--- config.mk ---
export PLATFORM = sky130hd
export DESIGN_NAME = mem_port_arbiter
export DESIGN_NICKNAME = d
export VERILOG_FILES = /design/src/rtl/mem_port_arbiter.sv
export SDC_FILE = /design/constraint.sdc
export NUM_CORES = 1
export LEC_CHECK = 0
export CAP_MARGIN = 10
export CORE_MARGIN = 10
export CORE_UTILIZATION = 42
export CTS_BUF_LIST = sky130_fd_sc_hd__clkbuf_4
export CTS_CLUSTER_DIAMETER = 200
export CTS_CLUSTER_SIZE = 30
export DETAILED_ROUTE_END_ITERATION = 10
export MAX_ROUTING_LAYER = met4
export PLACE_DENSITY = 0.8
export SYNTH_ARGS = -nofsm -noshare
export SYNTH_HDL_FRONTEND = slang
export SYNTH_SLANG_ARGS = --single-unit
export TNS_END_PERCENT = 1
--- constraint.sdc ---
create_clock -name DCLK -period 2.2 [get_ports DCLK]
set_input_delay 0.44 -clock DCLK [delete_from_list [all_inputs] [get_ports DCLK]]
set_output_delay 0.44 -clock DCLK [all_outputs]
set_load 0.01 [all_outputs]
--- src/rtl/mem_port_arbiter.sv ---
// Arbitrates one memory port between the CPU core and the program loader (round-robin, loader-only in load mode).
// Latency: write ACK 2 cycles after the IDLE cycle that samples REQ, read ACK 2+RD_LAT cycles; all outputs registered.
// Backpressure: req/ack handshake; a requester holds REQ and its command stable until its one-cycle ACK pulse.
//
// Ports:
//   DCLK, RST                        clock, synchronous active-high reset
//   LOAD_MODE                        1 = only the loader may be granted
//   C_REQ/C_W/C_ADDR/C_WDATA         CPU request and command (held stable until C_ACK)
//   C_RDATA/C_ACK                    CPU read data (valid with C_ACK) and completion pulse
//   L_REQ/L_W/L_ADDR/L_WDATA         loader request and command
//   L_RDATA/L_ACK                    loader read data and completion pulse
//   M_W/MADDR/MDATAOUT/MDATAIN       memory port
//   GNT_C/GNT_L/BUSY                 ownership and busy status for the LED/debug mux
module mem_port_arbiter #(
    parameter int WORD_SIZE = 16,
    parameter int ADDR_SIZE = 16,
    parameter int RD_LAT    = 1
) (
    input  logic                 DCLK,
    input  logic                 RST,
    input  logic                 LOAD_MODE,
    input  logic                 C_REQ,
    input  logic                 C_W,
    input  logic [ADDR_SIZE-1:0] C_ADDR,
    input  logic [WORD_SIZE-1:0] C_WDATA,
    output logic [WORD_SIZE-1:0] C_RDATA,
    output logic                 C_ACK,
    input  logic                 L_REQ,
    input  logic                 L_W,
    input  logic [ADDR_SIZE-1:0] L_ADDR,
    input  logic [WORD_SIZE-1:0] L_WDATA,
    output logic [WORD_SIZE-1:0] L_RDATA,
    output logic                 L_ACK,
    output logic                 M_W,
    output logic [ADDR_SIZE-1:0] MADDR,
    output logic [WORD_SIZE-1:0] MDATAOUT,
    input  logic [WORD_SIZE-1:0] MDATAIN,
    output logic                 GNT_C,
    output logic                 GNT_L,
    output logic                 BUSY
);

    typedef enum logic [1:0] {
        S_IDLE   = 2'd0,
        S_ACCESS = 2'd1,
        S_WAIT   = 2'd2,
        S_RESP   = 2'd3
    } state_t;

    localparam logic [2:0] RD_LAT_C = 3'(RD_LAT);

    state_t                 state_q, state_d;
    // last_l_q doubles as the current owner while a transaction is in flight,
    // since it is updated at the same edge as the grant.
    logic                   last_l_q, last_l_d;
    logic                   w_q, w_d;
    logic [2:0]             cnt_q, cnt_d;
    logic                   m_w_q, m_w_d;
    logic [ADDR_SIZE-1:0]   maddr_q, maddr_d;
    logic [WORD_SIZE-1:0]   mdataout_q, mdataout_d;
    logic                   c_ack_q, c_ack_d;
    logic                   l_ack_q, l_ack_d;
    logic [WORD_SIZE-1:0]   c_rdata_q, c_rdata_d;
    logic [WORD_SIZE-1:0]   l_rdata_q, l_rdata_d;
    logic                   gnt_c_q, gnt_c_d;
    logic                   gnt_l_q, gnt_l_d;
    logic                   busy_q, busy_d;

    logic                   c_elig;
    logic                   l_elig;
    logic                   pick_l;

    always_ff @(posedge DCLK) begin
        if (RST) begin
            state_q    <= S_IDLE;
            last_l_q   <= 1'b1;
            w_q        <= 1'b0;
            cnt_q      <= '0;
            m_w_q      <= 1'b0;
            maddr_q    <= '0;
            mdataout_q <= '0;
            c_ack_q    <= 1'b0;
            l_ack_q    <= 1'b0;
            c_rdata_q  <= '0;
            l_rdata_q  <= '0;
            gnt_c_q    <= 1'b0;
            gnt_l_q    <= 1'b0;
            busy_q     <= 1'b0;
        end else begin
            state_q    <= state_d;
            last_l_q   <= last_l_d;
            w_q        <= w_d;
            cnt_q      <= cnt_d;
            m_w_q      <= m_w_d;
            maddr_q    <= maddr_d;
            mdataout_q <= mdataout_d;
            c_ack_q    <= c_ack_d;
            l_ack_q    <= l_ack_d;
            c_rdata_q  <= c_rdata_d;
            l_rdata_q  <= l_rdata_d;
            gnt_c_q    <= gnt_c_d;
            gnt_l_q    <= gnt_l_d;
            busy_q     <= busy_d;
        end
    end

    // Load mode removes the CPU from the eligible set; on a tie the side that
    // was not granted last wins.
    assign c_elig = C_REQ & ~LOAD_MODE;
    assign l_elig = L_REQ;
    assign pick_l = l_elig & (~c_elig | ~last_l_q);

    always_comb begin
        state_d    = state_q;
        last_l_d   = last_l_q;
        w_d        = w_q;
        cnt_d      = cnt_q;
        m_w_d      = 1'b0;
        maddr_d    = maddr_q;
        mdataout_d = mdataout_q;
        c_ack_d    = 1'b0;
        l_ack_d    = 1'b0;
        c_rdata_d  = c_rdata_q;
        l_rdata_d  = l_rdata_q;
        gnt_c_d    = gnt_c_q;
        gnt_l_d    = gnt_l_q;
        busy_d     = busy_q;

        case (state_q)
            S_IDLE: begin
                if (c_elig | l_elig) begin
                    state_d    = S_ACCESS;
                    last_l_d   = pick_l;
                    w_d        = pick_l ? L_W : C_W;
                    // Outputs are registered, so the command is loaded straight
                    // into the memory-port registers for the ACCESS cycle.
                    maddr_d    = pick_l ? L_ADDR : C_ADDR;
                    mdataout_d = pick_l ? L_WDATA : C_WDATA;
                    m_w_d      = pick_l ? L_W : C_W;
                    gnt_c_d    = ~pick_l;
                    gnt_l_d    = pick_l;
                    busy_d     = 1'b1;
                end
            end
            S_ACCESS: begin
                if (w_q) begin
                    state_d = S_RESP;
                    c_ack_d = ~last_l_q;
                    l_ack_d = last_l_q;
                end else begin
                    state_d = S_WAIT;
                    cnt_d   = RD_LAT_C;
                end
            end
            S_WAIT: begin
                if (cnt_q == 3'd1) begin
                    state_d = S_RESP;
                    c_ack_d = ~last_l_q;
                    l_ack_d = last_l_q;
                    if (last_l_q) begin
                        l_rdata_d = MDATAIN;
                    end else begin
                        c_rdata_d = MDATAIN;
                    end
                end else begin
                    cnt_d = cnt_q - 3'd1;
                end
            end
            S_RESP: begin
                state_d = S_IDLE;
                gnt_c_d = 1'b0;
                gnt_l_d = 1'b0;
                busy_d  = 1'b0;
            end
            default: begin
                state_d = S_IDLE;
            end
        endcase
    end

    assign M_W      = m_w_q;
    assign MADDR    = maddr_q;
    assign MDATAOUT = mdataout_q;
    assign C_ACK    = c_ack_q;
    assign L_ACK    = l_ack_q;
    assign C_RDATA  = c_rdata_q;
    assign L_RDATA  = l_rdata_q;
    assign GNT_C    = gnt_c_q;
    assign GNT_L    = gnt_l_q;
    assign BUSY     = busy_q;

endmodule

======== Yosys cells after proc, flatten, opt, wreduce, memory -nomap -nowiden ========
Index checks and enable logic that the tools add are counted.
operators by class
  multiplexer cells ....................... 22
  bitwise operators ....................... 10
  equal/unequal tests ..................... 8
  reductions and logical operators ........ 10
  $add $sub $neg .......................... 1
operators with widths
  cell                   count
  $mux W16               2
  $pmux W1 S2            5
  $mux W1                9
  $reduce_and A3 Y1      3
  $ne A2 B2 Y1 const B   4
  $pmux W2 S4            1
  $mux W3                2
  $not A1 Y1             6
  $pmux W3 S2            1
  $reduce_and A2 Y1      3
  $eq A2 B2 Y1 const B   2
  $mux W2                2
  $reduce_bool A2 Y1     2
  $eq A3 B1 Y1 const B   1
  $reduce_or A3 Y1       1
  $sub A3 B1 Y3 const B  1
  $and A1 B1 Y1          2
  $eq A2 B1 Y1 const B   1
  $logic_not A2 Y1       1
  $or A1 B1 Y1           2
word-level totals
  input bits .............................. 87
  output and inout bits ................... 70
  register bits after elaboration ......... 77
  logic and storage cells ................. 65

======== Logic depth before layout (Yosys ltp) ========
Gate-level depths: netlist of run 1.
  word-level depth ........................ 8
  mapped depth ............................ 8

======== Worst setup path after synthesis of run 1 ========
No wires, ideal clock.
  path type ............................... register to register
  from .................................... reg state_q[1]
  to ...................................... reg cnt_q[1]
  data required time ...................... 2072 ps
  stages on the path, launching flop included .. 7
  slack ................................... 680 ps
  arrival time ............................ 1392 ps
  period minus slack after synthesis ...... 1520 ps
  path through ............................ dfxtp_1 > inv_1 > ha_1 > and2_1 > a211oi_2 > mux2i_1 > nor2_1
between the ends
  cells in the longest elaborated chain, start to end .. 3
  elaborated cells on any way between the ends .. 7
  classes of those cells .................. 4 x eq/ne; 1 x mux; 2 x reduce/logical
RTL lines
  element                                                                     line  RTL
  start: declaration                                                          52    state_t state_q, state_d;
  start signal: assignment                                                    90    state_q <= state_d;
  $eq A2 B2 Y1 / $eq A2 B1 Y1 (equally long branches)                         129   case (state_q)
  $ne A2 B2 Y1 (no source line) / $reduce_bool A2 Y1 (equally long branches)  -
  $reduce_and A3 Y1 (no source line)                                          -
  end signal: assignment                                                      93    cnt_q <= cnt_d;
  end: declaration                                                            57    logic [2:0] cnt_q, cnt_d;
Several ways; a longest one is shown, not always the timed one.
A chain may end at the register's enable or synchronous reset.

======== Worst setup path in the final report of run 1 ========
  from .................................... reg cnt_q[0]
  to ...................................... reg c_rdata_q[14] (netlist: C_RDATA[14])
between the ends
  cells in the longest elaborated chain, start to end .. 2
RTL lines
  element                             line  RTL
  $eq A3 B1 Y1                        156   if (cnt_q == 3'd1) begin
  $reduce_and A3 Y1 (no source line)  -
  end signal: assignment              99    c_rdata_q <= c_rdata_d;
  end: declaration                    63    logic [WORD_SIZE-1:0] c_rdata_q, c_rdata_d;
Every way passes these cells.

==> results of run 1 <==
worst reg2reg max path, cell delays in order, from the launching register on:
cell and delay, ps:
dfxtp_1 410, ha_1 170, nor2b_2 290, and3_1 610, nand2_1 130, a21oi_1 150
routing by layer:
| metal | global-route usage, % | vias up |
|---|---|---|
| met4 | 4.708 | 0 |
| met3 | 7.496 | 8 |
| li1 | - | 1638 |
| met1 | 20.34 | 1549 |
| met2 | 27.46 | 135 |
| met5 | - | - |
logic make-up (layout without fill, tap and decap cells):
kind of cell / Yosys count / count (layout) / synth area share (%)
compound gates: 116 / 116 / 22.82
fa+ha+maj: 8 / 8 / 3.043
buf+inv: 37 / 189 / 6.429
flops: 77 / 77 / 46.86
mux: 4 / 4 / 1.217
simple gates: 155 / 155 / 19.63
path summary, 6_finish.rpt:
| path | startpoint | end | slack [ps] |
|---|---|---|---|
| max | cnt_q[0] | C_RDATA[14] | 380 |
| max reg2reg | cnt_q[0] | C_RDATA[14] | 380 |
| min reg2reg | L_RDATA[13] | L_RDATA[13] | 460 |
| min | L_RDATA[13] | L_RDATA[13] | 460 |
per-stage QoR:
stage | setup slack, ps | utilization (%)
floorplan | 680.0 | -
global placement | 280.0 | 63.92
detailed placement | 145.7 | 63.92
CTS | 386.9 | 65.97
global route | 248.6 | 65.97
finish | 384.6 | 65.97
cells in the mapped netlist, types with 2 or more instances:
master	instances
nand2b_1	2
dfxtp_1	77
buf_6	7
a211oi_1	24
ha_1	8
or3_1	2
buf_4	2
a211oi_2	10
clkbuf_1	10
nand2_1	96
buf_2	10
nor2_1	41
nand3_1	2
a21oi_1	69
mux2i_1	4
and3_1	2
o21ai_0	4
nor4b_1	2
inv_1	7
cell type report:
type / count / share of cell area [%]
sequential: 77 / 30.40
clock buffer: 9 / 1.332
clock inverter: 7 / 1.776
timing repair buffer: 166 / 33.16
tap: 102 / 2.517
inverter: 7 / 0.5181
multi-input combinational: 283 / 30.30
flip-flops by register name (all words and copies together), names as in the netlist, 2 cells and up:
register	count
C_RDATA	16
L_RDATA	16
MADDR	16
MDATAOUT	16
cnt_q	3
state_q	2
report_power, final:
group,switching (mW),internal (mW)
clock network,0.479,0.453
registers,0.162,1.66
logic,1.01,1.00
==> results.cfg, run 1 <==
[run]
max_cap_viol_count = 0

[drt]
highest_metal_layer_with_signal_wires = met4
met3_length_mm = 1.117
routed-via-count = 3330
met2WireLength_mm = 4.762
count_of_antenna_violating_nets_left_after_detailed_routing = 0
detail_route.wirelength_mm = 10.53
avgRoutedWirePerCell_um = 16.17
firstDrtPassIters = 4
dr.first_iter.drc_count = 90
total_drc_errors_in_the_routed_layout = 0
drt-met1-wl_mm = 4.553
vias_per_cell = 5.115

[synth]
synth_top_flop_cell = dfxtp_1
yosys_register_bits = 77
postSynthCellCount = 397
synth.distinct_cells = 37
netlist_top_cells_area = dfxtp_1, nand2_1, a21oi_1, a211oi_1, nor2_1
yosys_warnings = 0
synth_seq_area_share_pct = 46.86
postSynth.asyncResetShare_pct = 0
number_of_enable_flip_flop_cells_after_synthesis = 0
synth.cell_area_mm2 = 0.003289
syn_avg_cell_area_um2 = 8.286
synth_area_leader_cell = dfxtp_1
yosysTopAreaCellShare_pct = 46.86
synth.net_count = 492

[clock_tree]
numCtsBuffers = 9
cts-resized-gates = 0
deepest_clock_path_buffer_count = 2
clock-sinks = 77
clkSlewWorstSetupHoldPaths_ps = 130
clock_insertion_delay_worst_skew_ps = 400
cts-hold-fix-buffers = 0
htreeDepth = 3
cts_tree = yes
post_cts_buffers = 0
clock-root-buffer = clkbuf_4

[finish]
antennaDiodeCount = 0
post_route_cells_drive_above_1_share_pct = 7.468
layout.cells.most_common = clkdlybuf4s50_1
mostFrequentLayoutCells = clkdlybuf4s50_1, nand2_1, dfxtp_1
multiInputGateArea_mm2 = 0.001536
stdcell_count = 651
area_growth_syn_to_layout_pct = 54.16
area.sequential_mm2 = 0.001541
layout_fillers = 656
final_nets = 639
final_area_mm2 = 0.005071

[floorplanning]
fp.dieArea_mm2 = 0.01177
number_of_core_rows = 32
floorplan.initialDensity_pct = 42.79
die_h_um = 108.5
design.core.area_mm2 = 0.007687
die_width_um = 108.5
top_level_ports = 157

[grt]
first_global_vias = 3371
first_pass_grt_wire_length_mm = 16.24
grt-ovfl-total = 0
grt_max_degree = 41
antenna_violations_before_repair = 0
grt_use_total_pct = 17.60

[placed_design]
port-buffer-count = 156
hpwl_mm = 8.101
numPlacedInstances = 635
gp_routability_congestion = 0.7871
area_post_placement_mm2 = 0.004913

[worst_hold_path]
cell_count_of_the_worst_hold_path = 2
hp-class = flop to flop

[critical_path]
cpLargestDelayFamily = simple AND/OR/NAND/NOR gates
critPathMaxFanout = 16
crit_slowest_cell = and3_1
worst_reg2reg_path_length_in_cells = 5
max_stage_delay_ps = 600
worst-path-buf-inv = 0
crit_chain = ha_1 > nor2b_2 > and3_1 > nand2_1 > a21oi_1
arrival_time_of_the_worst_setup_path_ps = 2140
path_class = flop to flop
path_depth = 5
critPathCaptureType = flop
timing.critical_path.from_type = flop
critPathRequiredTime_ps = 2520

[timing]
hold_ws_ps = 463.0
fmax_mhz = 550.8
timing_max_transition_violations_final = 0
grt_setup_unrepaired = no
final_min_period_ps = 1815
fin_worst_skew_ps = 15.66
transition_time_at_the_pin_with_the_least_slew_margin_ps = 613.2
fin_setup_tns_ps = 0
worst_slew_margin_rel_pct = 59.12
setup_viol = 0
post-route-period-util_pct = 82.52
report.final.hold_viol_count = 0

[power]
power.ir.vdd_worst_mv = 0.5478
report.power.total_mw = 4.774
cellPowerDensity_mw_per_mm2 = 941.4
leak_nw = 1.860

[outcome]
run_status = finished, final reports clean
(Power assumes the default switching activity.)
==> run 2, diff against run 1 <==
==> constraint.sdc (replaced) <==
create_clock -name DCLK -period 1.7 [get_ports DCLK]
set_input_delay 0.34 -clock DCLK [delete_from_list [all_inputs] [get_ports DCLK]]
set_output_delay 0.34 -clock DCLK [all_outputs]
set_load 0.01 [all_outputs]
==> run 2 against run 1 <==
  * Worst setup slack got worse by 330 ps
  * First-iteration DRC count grew 30%
  * Critical path type is now flop to output port
  * Via count barely moved
  * Die area unchanged
  * Design area increased by 4.1%
  * Cell count up 0.92%
  * Non-clock buffer count up 6
  * Sequential share of layout area fell by 1.2 points
  * Clock-buffer cell count unchanged
  * Power rose by 36%
  * Global-route usage increased by 0.17 points
  * Sequential power rose by 28%
==> results.cfg, run 2 (same netlist as run 1, synthesis figures left out) <==
[outcome]
run_status = finished, final reports clean

[drt]
routed-via-count = 3329
total_drc_errors_in_the_routed_layout = 0
avgRoutedWirePerCell_um = 16.01
vias_per_cell = 5.067
highest_metal_layer_with_signal_wires = met4
count_of_antenna_violating_nets_left_after_detailed_routing = 0
met2WireLength_mm = 4.766
firstDrtPassIters = 4
drt-met1-wl_mm = 4.445
dr.first_iter.drc_count = 117
met3_length_mm = 1.207
detail_route.wirelength_mm = 10.52

[worst_hold_path]
cell_count_of_the_worst_hold_path = 2
hold_path_startpoint = RST
worstHoldEndpoint = cnt_q[1]
hp-class = input pin to flop

[critical_path]
reg2reg_setup_slack_ps = 90
crit_slowest_cell = clkdlybuf4s50_1
max_stage_delay_ps = 540
r2r-start = cnt_q[0]
worst_reg2reg_path_length_in_cells = 5
critPathCaptureType = output port
timing.critical_path.from_type = flop
arrival_time_of_the_worst_setup_path_ps = 1300
cpLargestDelayFamily = buffers and inverters
path_class = flop to output port
worst-path-buf-inv = 1
critPathRequiredTime_ps = 1360
r2r_end = state_q[0]
critPathMaxFanout = 2
crit_chain = clkdlybuf4s50_1

[timing]
fin_setup_tns_ps = 0
fin_worst_skew_ps = 17.35
worst_slew_margin_rel_pct = 65.76
setup_viol = 0
post-route-period-util_pct = 96.58
timing_max_transition_violations_final = 0
fmax_mhz = 609.1
final_min_period_ps = 1642
hold_ws_ps = 402.6
transition_time_at_the_pin_with_the_least_slew_margin_ps = 513.5
grt_setup_unrepaired = yes
report.final.hold_viol_count = 0

[placed_design]
hpwl_mm = 8.054
gp_routability_congestion = 0.8046
port-buffer-count = 156

[floorplanning]
die_h_um = 108.5
top_level_ports = 157
floorplan.initialDensity_pct = 42.79
design.core.area_mm2 = 0.007687
fp.dieArea_mm2 = 0.01177
number_of_core_rows = 32
die_width_um = 108.5

[finish]
mostFrequentLayoutCells = clkdlybuf4s50_1, nand2_1, dfxtp_1
multiInputGateArea_mm2 = 0.001550
area_growth_syn_to_layout_pct = 60.56
post_route_cells_drive_above_1_share_pct = 9.369
finalCoreUtilization_pct = 68.70
antennaDiodeCount = 0
layout_fillers = 652
area.sequential_mm2 = 0.001541
final_nets = 645
layout.cells.most_common = clkdlybuf4s50_1

[grt]
first_pass_grt_wire_length_mm = 16.40
grt_max_degree = 35
first_global_vias = 3361
antenna_violations_before_repair = 0
grt_use_total_pct = 17.77
grt-ovfl-total = 0

[power]
power.ir.vdd_worst_mv = 0.5722
report.power.total_mw = 6.511
leak_nw = 2.676
cellPowerDensity_mw_per_mm2 = 1233

[clock_tree]
cts_tree = yes
numCtsBuffers = 9
clkSlewWorstSetupHoldPaths_ps = 130
clock-root-buffer = clkbuf_4
clock_insertion_delay_worst_skew_ps = 410
htreeDepth = 3
deepest_clock_path_buffer_count = 2
cts-hold-fix-buffers = 0
clock-sinks = 77

[run]
max_cap_viol_count = 0
-- run 2: final cells by class --
cell class / instances / share of cell area, %
clock buffers: 9 / 1.279
well taps: 102 / 2.416
flip-flops and latches: 77 / 29.19
multi-input cells: 283 / 29.35
clock inverters: 7 / 2.606
inverters: 7 / 0.4975
repair buffers: 172 / 34.66
-- run 2: per-stage QoR --
stage,std cells,setup WS (ps),instance area (µm²)
2_1_floorplan,397,180.0,3289
3_3_place_gp,640,-111.8,4951
3_5_place_dp,640,-170.5,4951
4_1_cts,656,0.4335,5150
5_1_grt,657,-38.95,5281
6_report,657,58.13,5281
-- run 2: power by group --
part	switching (mW)	internal (mW)
sequential	0.185	2.15
combinational	1.34	1.32
clock	0.631	0.888
total	2.15	4.36
-- run 2: layer usage --
layer	track usage, %	vias to the layer above
met5	-	-
met4	5.461	0
met3	7.317	8
met2	28.41	148
met1	19.87	1527
li1	-	1646
-- run 2: timing repair --
action                                  4_1_cts  5_1_grt
setup buffers                                 0        1
endpoints found under the setup margin       39      104
pin swaps                                     0        1
resized for setup                             9       49
-- run 2: worst max-delay path by stage --
stage	startpoint	cells after the start	to	slack, ps
2_1_floorplan	state_q[1]	6	cnt_q[1]	180
5_1_grt	state_q[0]	7	cnt_q[1]	-40
6_report	MDATAOUT[1]	1	MDATAOUT[1]	60
3_5_place_dp	L_REQ	4	MDATAOUT[4]	-170
3_3_place_gp	LOAD_MODE	6	MADDR[15]	-110
4_1_cts	GNT_C	1	GNT_C	0.4
==> run 3, diff against run 2 <==
--- a/config.mk
+++ b/config.mk
@@ -9,7 +9,6 @@
 export CORE_MARGIN = 10
 export CORE_UTILIZATION = 42
 export CTS_BUF_LIST = sky130_fd_sc_hd__clkbuf_4
-export CTS_CLUSTER_DIAMETER = 200
 export CTS_CLUSTER_SIZE = 30
 export DETAILED_ROUTE_END_ITERATION = 10
 export MAX_ROUTING_LAYER = met4
==> results of run 3 <==
Same layout as run 2: the final DEF is identical, and so are final timing and power.
